==> config.mk <==
export PLATFORM = sky130hd
export DESIGN_NAME = user_id_scanner
export DESIGN_NICKNAME = d
export VERILOG_FILES = /design/src/rtl/user_id_scanner.sv
export SDC_FILE = /design/constraint.sdc
export NUM_CORES = 1
export LEC_CHECK = 0
export CORE_MARGIN = 10
export CORE_UTILIZATION = 53
export DETAILED_ROUTE_END_ITERATION = 10
export GPL_TIMING_DRIVEN = 0
export PLACE_DENSITY = 0.87
export SKIP_CTS_REPAIR_TIMING = 1
export SYNTH_ARGS = -nofsm -noshare
export SYNTH_HDL_FRONTEND = slang
export SYNTH_SLANG_ARGS = --single-unit
==> constraint.sdc <==
create_clock -name clk -period 3.2 [get_ports clk]
set_clock_uncertainty 0.15 [all_clocks]
set_input_delay 0.32 -clock clk [delete_from_list [all_inputs] [get_ports clk]]
set_output_delay 0.32 -clock clk [all_outputs]
set_load 0.02 [all_outputs]
==> src/rtl/user_id_scanner.sv <==
// user_id_scanner: sequential search of an external ID file for an entered user ID.
// The entered ID is latched on request, ID file entries are fetched one per clock
// and compared after RD_LAT edges. Consecutive failed scans lead to a timed lockout.
// Ports:
//   clk, rst (sync, active-low)     clock and reset
//   id_output, user_allow           entered ID and level-sampled scan request
//   q_uid / address_user            ID file read data / read address
//   busy, done                      scan in progress / one-cycle completion pulse
//   pass_allow, match_idx           result and matching index of last scan
//   locked, fail_cnt                lockout active / consecutive failure count
module user_id_scanner #(
  parameter int unsigned ID_W      = 16,
  parameter int unsigned DEPTH     = 8,
  parameter int unsigned ADDR_W    = 3,
  parameter int unsigned RD_LAT    = 2,
  parameter int unsigned MAX_FAIL  = 3,
  parameter int unsigned LOCK_CYC  = 16,
  parameter int unsigned SKIP_ZERO = 1
) (
  input  logic              clk,
  input  logic              rst,
  input  logic [ID_W-1:0]   id_output,
  input  logic              user_allow,
  input  logic [ID_W-1:0]   q_uid,
  output logic [ADDR_W-1:0] address_user,
  output logic              busy,
  output logic              done,
  output logic              pass_allow,
  output logic [ADDR_W-1:0] match_idx,
  output logic              locked,
  output logic [7:0]        fail_cnt
);

  localparam int unsigned LCW = (LOCK_CYC > 1) ? $clog2(LOCK_CYC) : 1;
  localparam logic [ADDR_W-1:0] LAST_ADDR = ADDR_W'(DEPTH - 1);

  typedef enum logic [1:0] {IDLE, SCAN, LOCK} state_t;

  state_t            state_q, state_d;
  logic [ID_W-1:0]   id_q, id_d;
  logic [ADDR_W-1:0] addr_q, addr_d;
  logic              busy_q, busy_d;
  logic              done_q, done_d;
  logic              pass_q, pass_d;
  logic [ADDR_W-1:0] midx_q, midx_d;
  logic              locked_q, locked_d;
  logic [7:0]        fail_q, fail_d;
  logic [LCW-1:0]    lock_cnt_q, lock_cnt_d;
  logic [RD_LAT-1:0] vld_q, vld_d;
  logic [ADDR_W-1:0] idx_q [RD_LAT];
  logic [ADDR_W-1:0] idx_d [RD_LAT];

  logic              push;
  logic [ADDR_W-1:0] push_idx;
  logic              flush;
  logic              hit;
  logic              last_cmp;
  logic [7:0]        fail_inc;

  // State and pipeline registers
  always_ff @(posedge clk) begin
    if (!rst) begin
      state_q    <= IDLE;
      id_q       <= '0;
      addr_q     <= '0;
      busy_q     <= 1'b0;
      done_q     <= 1'b0;
      pass_q     <= 1'b0;
      midx_q     <= '0;
      locked_q   <= 1'b0;
      fail_q     <= '0;
      lock_cnt_q <= '0;
      vld_q      <= '0;
      for (int k = 0; k < RD_LAT; k++) idx_q[k] <= '0;
    end else begin
      state_q    <= state_d;
      id_q       <= id_d;
      addr_q     <= addr_d;
      busy_q     <= busy_d;
      done_q     <= done_d;
      pass_q     <= pass_d;
      midx_q     <= midx_d;
      locked_q   <= locked_d;
      fail_q     <= fail_d;
      lock_cnt_q <= lock_cnt_d;
      vld_q      <= vld_d;
      for (int k = 0; k < RD_LAT; k++) idx_q[k] <= idx_d[k];
    end
  end

  // Next-state, outputs and compare pipeline
  always_comb begin
    state_d    = state_q;
    id_d       = id_q;
    addr_d     = addr_q;
    busy_d     = busy_q;
    done_d     = 1'b0;
    pass_d     = pass_q;
    midx_d     = midx_q;
    locked_d   = locked_q;
    fail_d     = fail_q;
    lock_cnt_d = lock_cnt_q;
    push       = 1'b0;
    push_idx   = addr_q;
    flush      = 1'b0;

    // The tail stage carries the index whose data is on q_uid this cycle
    hit      = vld_q[RD_LAT-1] && (q_uid == id_q) &&
               !((SKIP_ZERO != 0) && (q_uid == '0));
    last_cmp = vld_q[RD_LAT-1] && (idx_q[RD_LAT-1] == LAST_ADDR);
    fail_inc = (fail_q == 8'hFF) ? fail_q : fail_q + 8'd1;

    case (state_q)
      IDLE: begin
        if (user_allow) begin
          id_d     = id_output;
          addr_d   = '0;
          pass_d   = 1'b0;
          busy_d   = 1'b1;
          state_d  = SCAN;
          push     = 1'b1;
          push_idx = '0;
        end
      end
      SCAN: begin
        if (addr_q != LAST_ADDR) begin
          addr_d   = addr_q + ADDR_W'(1);
          push     = 1'b1;
          push_idx = addr_q + ADDR_W'(1);
        end
        if (hit) begin
          pass_d  = 1'b1;
          midx_d  = idx_q[RD_LAT-1];
          done_d  = 1'b1;
          busy_d  = 1'b0;
          fail_d  = '0;
          flush   = 1'b1;
          state_d = IDLE;
        end else if (last_cmp) begin
          pass_d  = 1'b0;
          midx_d  = '0;
          done_d  = 1'b1;
          busy_d  = 1'b0;
          fail_d  = fail_inc;
          flush   = 1'b1;
          if (fail_inc >= 8'(MAX_FAIL)) begin
            locked_d   = 1'b1;
            lock_cnt_d = LCW'(LOCK_CYC - 1);
            state_d    = LOCK;
          end else begin
            state_d = IDLE;
          end
        end
      end
      LOCK: begin
        if (lock_cnt_q == '0) begin
          locked_d = 1'b0;
          fail_d   = '0;
          state_d  = IDLE;
        end else begin
          lock_cnt_d = lock_cnt_q - LCW'(1);
        end
      end
      default: state_d = IDLE;
    endcase

    // Valid/index shift register; flushed so no stale compare survives completion
    vld_d[0] = push && !flush;
    idx_d[0] = push_idx;
    for (int k = 1; k < RD_LAT; k++) begin
      vld_d[k] = vld_q[k-1] && !flush;
      idx_d[k] = idx_q[k-1];
    end
  end

  assign address_user = addr_q;
  assign busy         = busy_q;
  assign done         = done_q;
  assign pass_allow   = pass_q;
  assign match_idx    = midx_q;
  assign locked       = locked_q;
  assign fail_cnt     = fail_q;

endmodule

Yosys cells after proc, flatten, opt, wreduce, memory -nomap -nowiden
Memory sizes are Yosys's and may differ from the RTL's.
Cells that the tools add are included.
- logic and storage cells: 94
- memories kept: 1
- register bits: 42
- bits in writable memories: 6
- bits of input ports: 35
- bitwise operators: 2
- order comparisons: 1
- equality and inequality tests: 13
- reduce and logical (&&, ||, !) cells: 20
- add/sub/neg operators: 3
- muxes and demuxes: 43
- memories (name ; depth ; bits a word ; read ports ; clocked after Yosys merged registers in ; write ports ; RTL line ; text):
    idx_q ; 2 ; 3 ; 2 ; 0 ; 2 ; 50 ; logic [ADDR_W-1:0] idx_q [RD_LAT];
- operators with widths (operator ; number):
    $mux 8 ; 4
    $mux 3 ; 6
    $eq 16x16->1 ; 1
    $logic_not 16->1 ; 1
    $mux 1 ; 16
    $mux 4 ; 4
    $pmux 8 s2 ; 1
    $ne 2x2->1 const B ; 6
    $mux 2 ; 5
    $reduce_and 5->1 ; 2
    $reduce_and 3->1 ; 3
    $add 8x1->8 const B ; 1
    $eq 8x8->1 const B ; 1
    $ge 8x2->1 const B ; 1
    $pmux 1 s2 ; 4
    $pmux 4 s2 ; 1
    $ne 3x3->1 const B ; 2
    $pmux 2 s3 ; 1
    $pmux 3 s2 ; 1
    $reduce_bool 2->1 ; 3
    $logic_and 1x1->1 ; 5
    $logic_not 4->1 ; 1
    $reduce_and 2->1 ; 2
    $sub 4x1->4 const B ; 1
    other kinds (7) ; 9

Logic depth before layout (Yosys ltp)
Gate-level depths: netlist (run 1).
- depth in word-level cells: 7
- mapped depth: 9
- mapped depth without buffers: 8

Least setup slack after synthesis (run 1)
OpenSTA, ideal clock, no wires.
- path kind: register -> register
- start: reg fail_q[0], in the netlist fail_cnt[0]
- end: reg lock_cnt_q[0]
- path slack: 1.102 ns
- stages on the path, launching flop included: 9
- path buffers: 1
- data arrival time: 1.806 ns
- required time: 2.908 ns
- cells stage by stage: dfxtp_1 > ha_1 > and2_1 > clkbuf_2 > and3_1 > o21ai_0 > nand2_1 > o31ai_2 > a21boi_0
- word-level cells in the longest chain between the ends: 5
- elaborated cells between the ends (all ways): 6
- ends and longest elaborated chain (item ; RTL line ; text):
    start: declaration ; 47 ; logic [7:0] fail_q, fail_d;
    start signal: assignment ; 84 ; fail_q <= fail_d;
    $add 8x1->8 or $eq 8x8->1 (tied branches) ; 111 ; fail_inc = (fail_q == 8'hFF) ? fail_q : fail_q + 8'd1;
    $mux 8 * ; 111 ;
    $ge 8x2->1 * ; 146 ; if (fail_inc >= 8'(MAX_FAIL)) begin
    $ne 2x2->1 (no source line) * ; n/a ;
    $reduce_and 5->1 (no source line) * ; n/a ;
    end signal: assignment ; 85 ; lock_cnt_q <= lock_cnt_d;
    end: declaration ; 48 ; logic [LCW-1:0] lock_cnt_q, lock_cnt_d;
Mark *: on every way between the ends. The rest lies on a longest branch, timed or not.
A chain may end at the register's enable or synchronous reset.

Worst setup path after layout (run 1)
- start: reg fail_q[0], in the netlist fail_cnt[0]
- end: reg locked_q, in the netlist locked
- word-level cells in the longest chain between the ends: 5
- elaborated cells between the ends (all ways): 6
- ends and longest elaborated chain (item ; RTL line ; text):
    $add 8x1->8 or $eq 8x8->1 (tied branches) ; 111 ;
    $mux 8 * ; 111 ;
    $ge 8x2->1 * ; 146 ;
    $ne 2x2->1 (no source line) * ; n/a ;
    $reduce_and 5->1 (no source line) * ; n/a ;
    end signal: assignment ; 83 ; locked_q <= locked_d;
    end: declaration ; 46 ; logic locked_q, locked_d;
Marked as above.

==> impl_metrics.json, run 1 <==
{
  "worst_slack_ns": 0.8126,
  "hp-class": "in2reg",
  "clock_latency_ns": 0.30,
  "syn2layout_area_growth_pct": 31.93,
  "yosysUniqueCellTypes": 42,
  "avgRoutedWirePerCell_um": 15.69,
  "tightestPinTransition_ns": 0.5637,
  "status": "complete, no violations",
  "required_ns": 3.20,
  "routed_wl_um": 5901,
  "pwr-share-seq_pct": 47.3,
  "antenna_found_initial": 0,
  "fmax_ghz": 0.4189,
  "hold_viol_final": 0,
  "power.switching_w": 0.0002806,
  "diodes": 0,
  "slew_violations": 0,
  "fillCellCount": 328,
  "vias": 2100,
  "rsz0062_at_grt": "false",
  "route.detailed.drc": 0,
  "cap_violations": 0,
  "p_sw_share_pct": 22.42,
  "worstSetupStartpointType": "register",
  "start_util_pct": 55.25,
  "boundaryPins": 53,
  "fin_nets": 363,
  "die-area_um2": 7192,
  "die_w_um": 84.81,
  "avgSynthCellArea_um2": 8.337,
  "arrival_ns": 2.39,
  "cts_tree": "yes",
  "root_buffer": "clkbuf_8",
  "combinationalPowerShare_pct": 11.4,
  "place_congestion": 0.8871,
  "internal_power_w": 0.0009709,
  "p_per_area_nw_per_um2": 426.2,
  "register_area_um2": 900.9,
  "first_iter_violations": 133,
  "drive_gt1_share_pct": 7.362,
  "syn_inst": 267,
  "clock-sinks": 45,
  "seq_area_frac_synth_pct": 40.47,
  "ant_nets": 0,
  "post-place-ws_ns": 0.6100,
  "total_leakage_power_nw": 1.052,
  "overflow": 0,
  "cts_buffer_depth": 2,
  "syn-num-nets": 305,
  "multiInputGateArea_um2": 1224,
  "synthesis.area_um2": 2226,
  "slew_headroom_pct": 62.42,
  "viasPerCell": 5.585,
  "final_cell_mix": "nand2_1 (60), clkdlybuf4s50_1 (51), dfxtp_1 (45)",
  "dpl.hpwl_um": 4423,
  "num_rows": 23,
  "fin_tns_setup_ns": 0,
  "io_buffers": 51,
  "whs_ns": 0.2875,
  "fin_area_um2": 2937,
  "cts_buffers": 5,
  "core-area_um2": 4029,
  "path_class": "reg2reg",
  "dr.pass1.iters": 4,
  "synth_warnings": 0,
  "grt_usage_pct": 16.73,
  "period_share_pct": 74.61,
  "grt_max_degree": 16,
  "peakVddDrop_v": 0.0003310,
  "grt_pass1_wl_um": 10010,
  "place_area_um2": 2799,
  "path_clk_slew_ns": 0.09,
  "layout_commonest_cell": "nand2_1",
  "setup_viol": 0,
  "fin_crit_ns": 2.387,
  "htree_levels": 2,
  "critPathCaptureType": "register",
  "ys_ff_latch": 45,
  "cp_max_fo": 7,
  "fp.dieH_um": 84.81,
  "pwr-share-clk_pct": 41.2,
  "grt_pass1_vias": 2082
}
worst max-delay path: stages, from the launching register on:
cell      delay, ns
dfxtp_1        0.35
ha_1           0.27
and2_1         0.18
clkbuf_2       0.15
and3_1         0.21
o21ai_0        0.20
nand2_1        0.10
o31ai_2        0.46
a21boi_0       0.17
registers in the layout, indices dropped and copies added (netlist names), named ones only:
signal      count
idx_q           3
vld_q           2
done            1
state_q         2
pass_allow      1
lock_cnt_q      4
id_q           16
match_idx       3
locked          1
fail_cnt        8
busy            1
routing by layer:
metal | part of all wire [%] | routed length, um | track usage [%] | vias up
li1 | - | - | - | 1044
met5 | 0 | 0 | 0 | -
met4 | 2.3 | 133 | 6.587 | 0
met1 | 40 | 2376 | 18.70 | 963
met3 | 6.2 | 365 | 4.541 | 14
met2 | 51 | 3025 | 29.24 | 79
through the flow:
stage / power, W / std cells / util [%]
floorplan: 0.0006759 / 267 / -
global placement: 0.0007441 / 368 / 69.47
detailed placement: 0.0007478 / 368 / 69.47
CTS: 0.001259 / 376 / 72.89
global route: 0.001310 / 376 / 72.89
finish: 0.001252 / 376 / 72.89
cells in the mapped netlist:
cell type / number / area, um^2
a211oi_1: 2 / 15.01
a21boi_0: 21 / 157.7
a21oi_1: 6 / 30.03
a21oi_2: 1 / 8.760
a22oi_1: 1 / 7.510
a31oi_1: 5 / 31.28
a41oi_1: 1 / 8.760
and2_1: 8 / 50.05
and2b_1: 2 / 15.01
and3_1: 4 / 25.02
and3b_1: 1 / 8.760
buf_2: 2 / 10.01
buf_4: 4 / 30.03
clkbuf_1: 10 / 37.54
clkbuf_2: 1 / 5.000
dfxtp_1: 45 / 900.9
ha_1: 3 / 37.54
inv_1: 5 / 18.77
mux2i_1: 1 / 10.01
nand2_1: 60 / 225.2
nand2b_1: 3 / 18.77
nand2b_4: 1 / 13.76
nand3_1: 10 / 50.05
nand4_1: 5 / 31.28
nand4b_1: 1 / 8.760
nor2_1: 7 / 26.28
nor2b_1: 5 / 31.28
nor3_1: 4 / 20.02
nor3b_1: 3 / 22.52
nor4_1: 4 / 25.02
nor4_4: 1 / 21.27
o21a_1: 1 / 7.510
o21ai_0: 6 / 30.03
o221a_1: 1 / 11.26
o221a_2: 3 / 33.78
o22ai_1: 5 / 31.28
o311a_1: 2 / 20.02
o31ai_2: 1 / 12.51
or2_2: 2 / 12.51
or3b_1: 1 / 8.760
or4_1: 1 / 7.510
xnor2_1: 17 / 148.9
cell type report:
type / count / share of cell area (%)
buffer: 17 / 2.812
clock buffer: 5 / 2.343
clock inverter: 3 / 2.343
inverter: 5 / 0.6391
multi-input combinational: 200 / 41.67
sequential: 45 / 30.68
tap: 50 / 2.130
timing repair buffer: 51 / 17.38
cell families (layout without fill, tap and decap cells):
logic type,count (synthesis),count (layout),synth area share (%)
buffers and inverters,22,81,4.553
AOI/OAI and AO/OA,56,56,18.21
muxes,1,1,0.4497
xor gates and xnor gates,17,17,6.689
and+or+nand+nor,123,123,27.94
adders and majority gates,3,3,1.687
DFF,45,45,40.47
path summary, 6_finish.rpt:
kind	start	to	slack (ns)	cells after the start
hold reg to reg	match_idx[2]$_SDFFE_PN0P_	match_idx[2]$_SDFFE_PN0P_	0.32	2
setup / recovery	fail_cnt[0]$_SDFFE_PN0P_	locked$_SDFFE_PN0P_	0.81	8
setup reg to reg	fail_cnt[0]$_SDFFE_PN0P_	locked$_SDFFE_PN0P_	0.81	8
hold / removal	rst	busy$_SDFFE_PN0P_	0.29	3
power groups by stage:
stage | registers [W] | clock network (W) | logic (W)
3_5_place_dp | 0.000605 | 0 | 0.000142
4_1_cts | 0.000592 | 0.000522 | 0.000144
5_1_grt | 0.000595 | 0.000557 | 0.000158
2_1_floorplan | 0.000604 | 0 | 0.0000722
6_report | 0.000593 | 0.000516 | 0.000143
3_3_place_gp | 0.000604 | 0 | 0.000140
No activity file was read; power rests on OpenSTA's default activity.
==> run 2, diff against run 1 <==
- CORE_UTILIZATION: 53 -> 49
- PLACE_DENSITY: 0.87 -> 0.82
- clock period: 3.2 -> 2.35 ns (I/O delays scaled with it)
==> run 2 against run 1 <==
  * Routed wire length fell by 1.8%
  * Register-to-register slack got worse by 0.65 ns
  * Critical path depth did not move
  * Die area rose by 6.2%
==> impl_metrics.json, run 2 (same netlist as run 1, synthesis figures left out) <==
{
  "status": "complete, no violations",
  "cap_violations": 0,
  "fmax_ghz": 0.4571,
  "grt_pass1_wl_um": 9528,
  "vias": 2031,
  "top_usage_layer": "met2",
  "hold_viol_final": 0,
  "dpl.hpwl_um": 4395,
  "clock_latency_ns": 0.30,
  "core-area_um2": 4384,
  "critPathCaptureType": "register",
  "routed_wl_um": 5795,
  "grt_pass1_vias": 1956,
  "syn2layout_area_growth_pct": 32.43,
  "slowest_delay_ns": 0.35,
  "avgRoutedWirePerCell_um": 15.33,
  "htree_levels": 2,
  "fillCellCount": 375,
  "route.detailed.drc": 0,
  "period_share_pct": 93.10,
  "power_w": 0.001713,
  "boundaryPins": 53,
  "fin_crit_ns": 2.188,
  "first_iter_violations": 85,
  "peakVddDrop_v": 0.0003728,
  "place_area_um2": 2801,
  "arrival_ns": 2.21,
  "whs_path_depth": 3,
  "viasPerCell": 5.373,
  "ant_nets": 0,
  "path_cells": "ha_1 > and2_1 > clkbuf_2 > and3_1 > o21ai_0 > nand2_1 > o31ai_4 > a21boi_0",
  "grt_use_met1_pct": 18.65,
  "io_buffers": 51,
  "grt_usage_pct": 15.59,
  "slew_headroom_pct": 65.36,
  "top_register": "id_q",
  "required_ns": 2.37,
  "diodes": 0,
  "fp.dieH_um": 87.40,
  "die-area_um2": 7639,
  "p_per_area_nw_per_um2": 581.1,
  "worstSetupStartpointType": "register",
  "antenna_found_initial": 0,
  "hp-class": "in2reg",
  "overflow": 0,
  "cp_max_fo": 7,
  "grt_use_met2_pct": 26.19,
  "clock-sinks": 45,
  "path_clk_slew_ns": 0.09,
  "largest_register_ff_count": 16,
  "fin_area_um2": 2948,
  "met3_usage_pct": 4.213,
  "fin_util_pct": 67.24,
  "reg2reg_depth": 8,
  "root_buffer": "clkbuf_8",
  "place_congestion": 0.8416,
  "layout_commonest_cell": "nand2_1",
  "path_class": "reg2reg",
  "grt_max_degree": 16,
  "cts_buffer_depth": 2,
  "setup_viol": 0,
  "fin_nets": 363,
  "total_leakage_power_nw": 1.053,
  "die_w_um": 87.40,
  "tightestPinTransition_ns": 0.5197,
  "dr.pass1.iters": 4,
  "slew_violations": 0,
  "cpMaxStageDelayCell": "dfxtp_1",
  "final_cell_mix": "nand2_1 (60), clkdlybuf4s50_1 (51), dfxtp_1 (45)",
  "cts_buffers": 5,
  "rsz0062_at_grt": "false",
  "num_rows": 24,
  "cts_tree": "yes",
  "start_util_pct": 50.77,
  "drive_gt1_share_pct": 7.362
}
==> run 2: cell counts in the layout (fill, tap and decap cells not counted) <==
No cell type changed its count.
==> run 2: routing by layer <==
layer,part of all wire (%),up-vias
met2,52,49
met1,42,938
met3,4.9,6
li1,-,1038
met4,1.2,0
met5,0,-
==> run 2: area by class of cell <==
type | count | area (um^2) | area share, %
sequential | 45 | 900.9 | 30.56
tap | 52 | 65.06 | 2.207
multi-input combinational | 200 | 1232 | 41.81
inverter | 5 | 18.77 | 0.6367
timing repair buffer | 51 | 510.5 | 17.32
clock buffer | 5 | 68.82 | 2.334
clock inverter | 3 | 68.82 | 2.334
buffer | 17 | 82.58 | 2.801
==> run 2: worst max-delay path: cells and delay by family, from the launching register on <==
family / cells / cell delay (ns)
AO/OA/AOI/OAI: 3 / 0.64
adder cells (fa/ha/maj): 1 / 0.26
buffers and inverters: 1 / 0.14
flip-flops: 1 / 0.35
AND/OR/NAND/NOR: 3 / 0.52
==> run 2: worst paths after layout <==
kind / startpoint / to / slack (ns)
setup / recovery: fail_cnt[0]$_SDFFE_PN0P_ / state_q[1]$_SDFFE_PN0P_ / 0.16
hold reg to reg: locked$_SDFFE_PN0P_ / locked$_SDFFE_PN0P_ / 0.32
hold / removal: rst / busy$_SDFFE_PN0P_ / 0.21
setup reg to reg: fail_cnt[0]$_SDFFE_PN0P_ / state_q[1]$_SDFFE_PN0P_ / 0.16
==> run 2: report_power, final <==
part / total (W) / leakage (nW) / internal (W) / switching (W)
combinational: 0.000194 / 0.617 / 0.000106 / 0.0000880
clock: 0.000712 / 0.0687 / 0.000428 / 0.000284
sequential: 0.000807 / 0.366 / 0.000788 / 0.0000186
==> run 2: stage by stage <==
stage,instances,hold WS [ns],setup WS [ns],setup TNS [ns]
2_1_floorplan,267,0.2299,0.2519,0
3_3_place_gp,370,0.3008,-0.1265,-0.5607
3_5_place_dp,370,0.3072,-0.1153,-0.6664
4_1_cts,378,0.2127,0.02238,0
5_1_grt,378,0.2237,0.01937,0
6_report,378,0.2121,0.1622,0
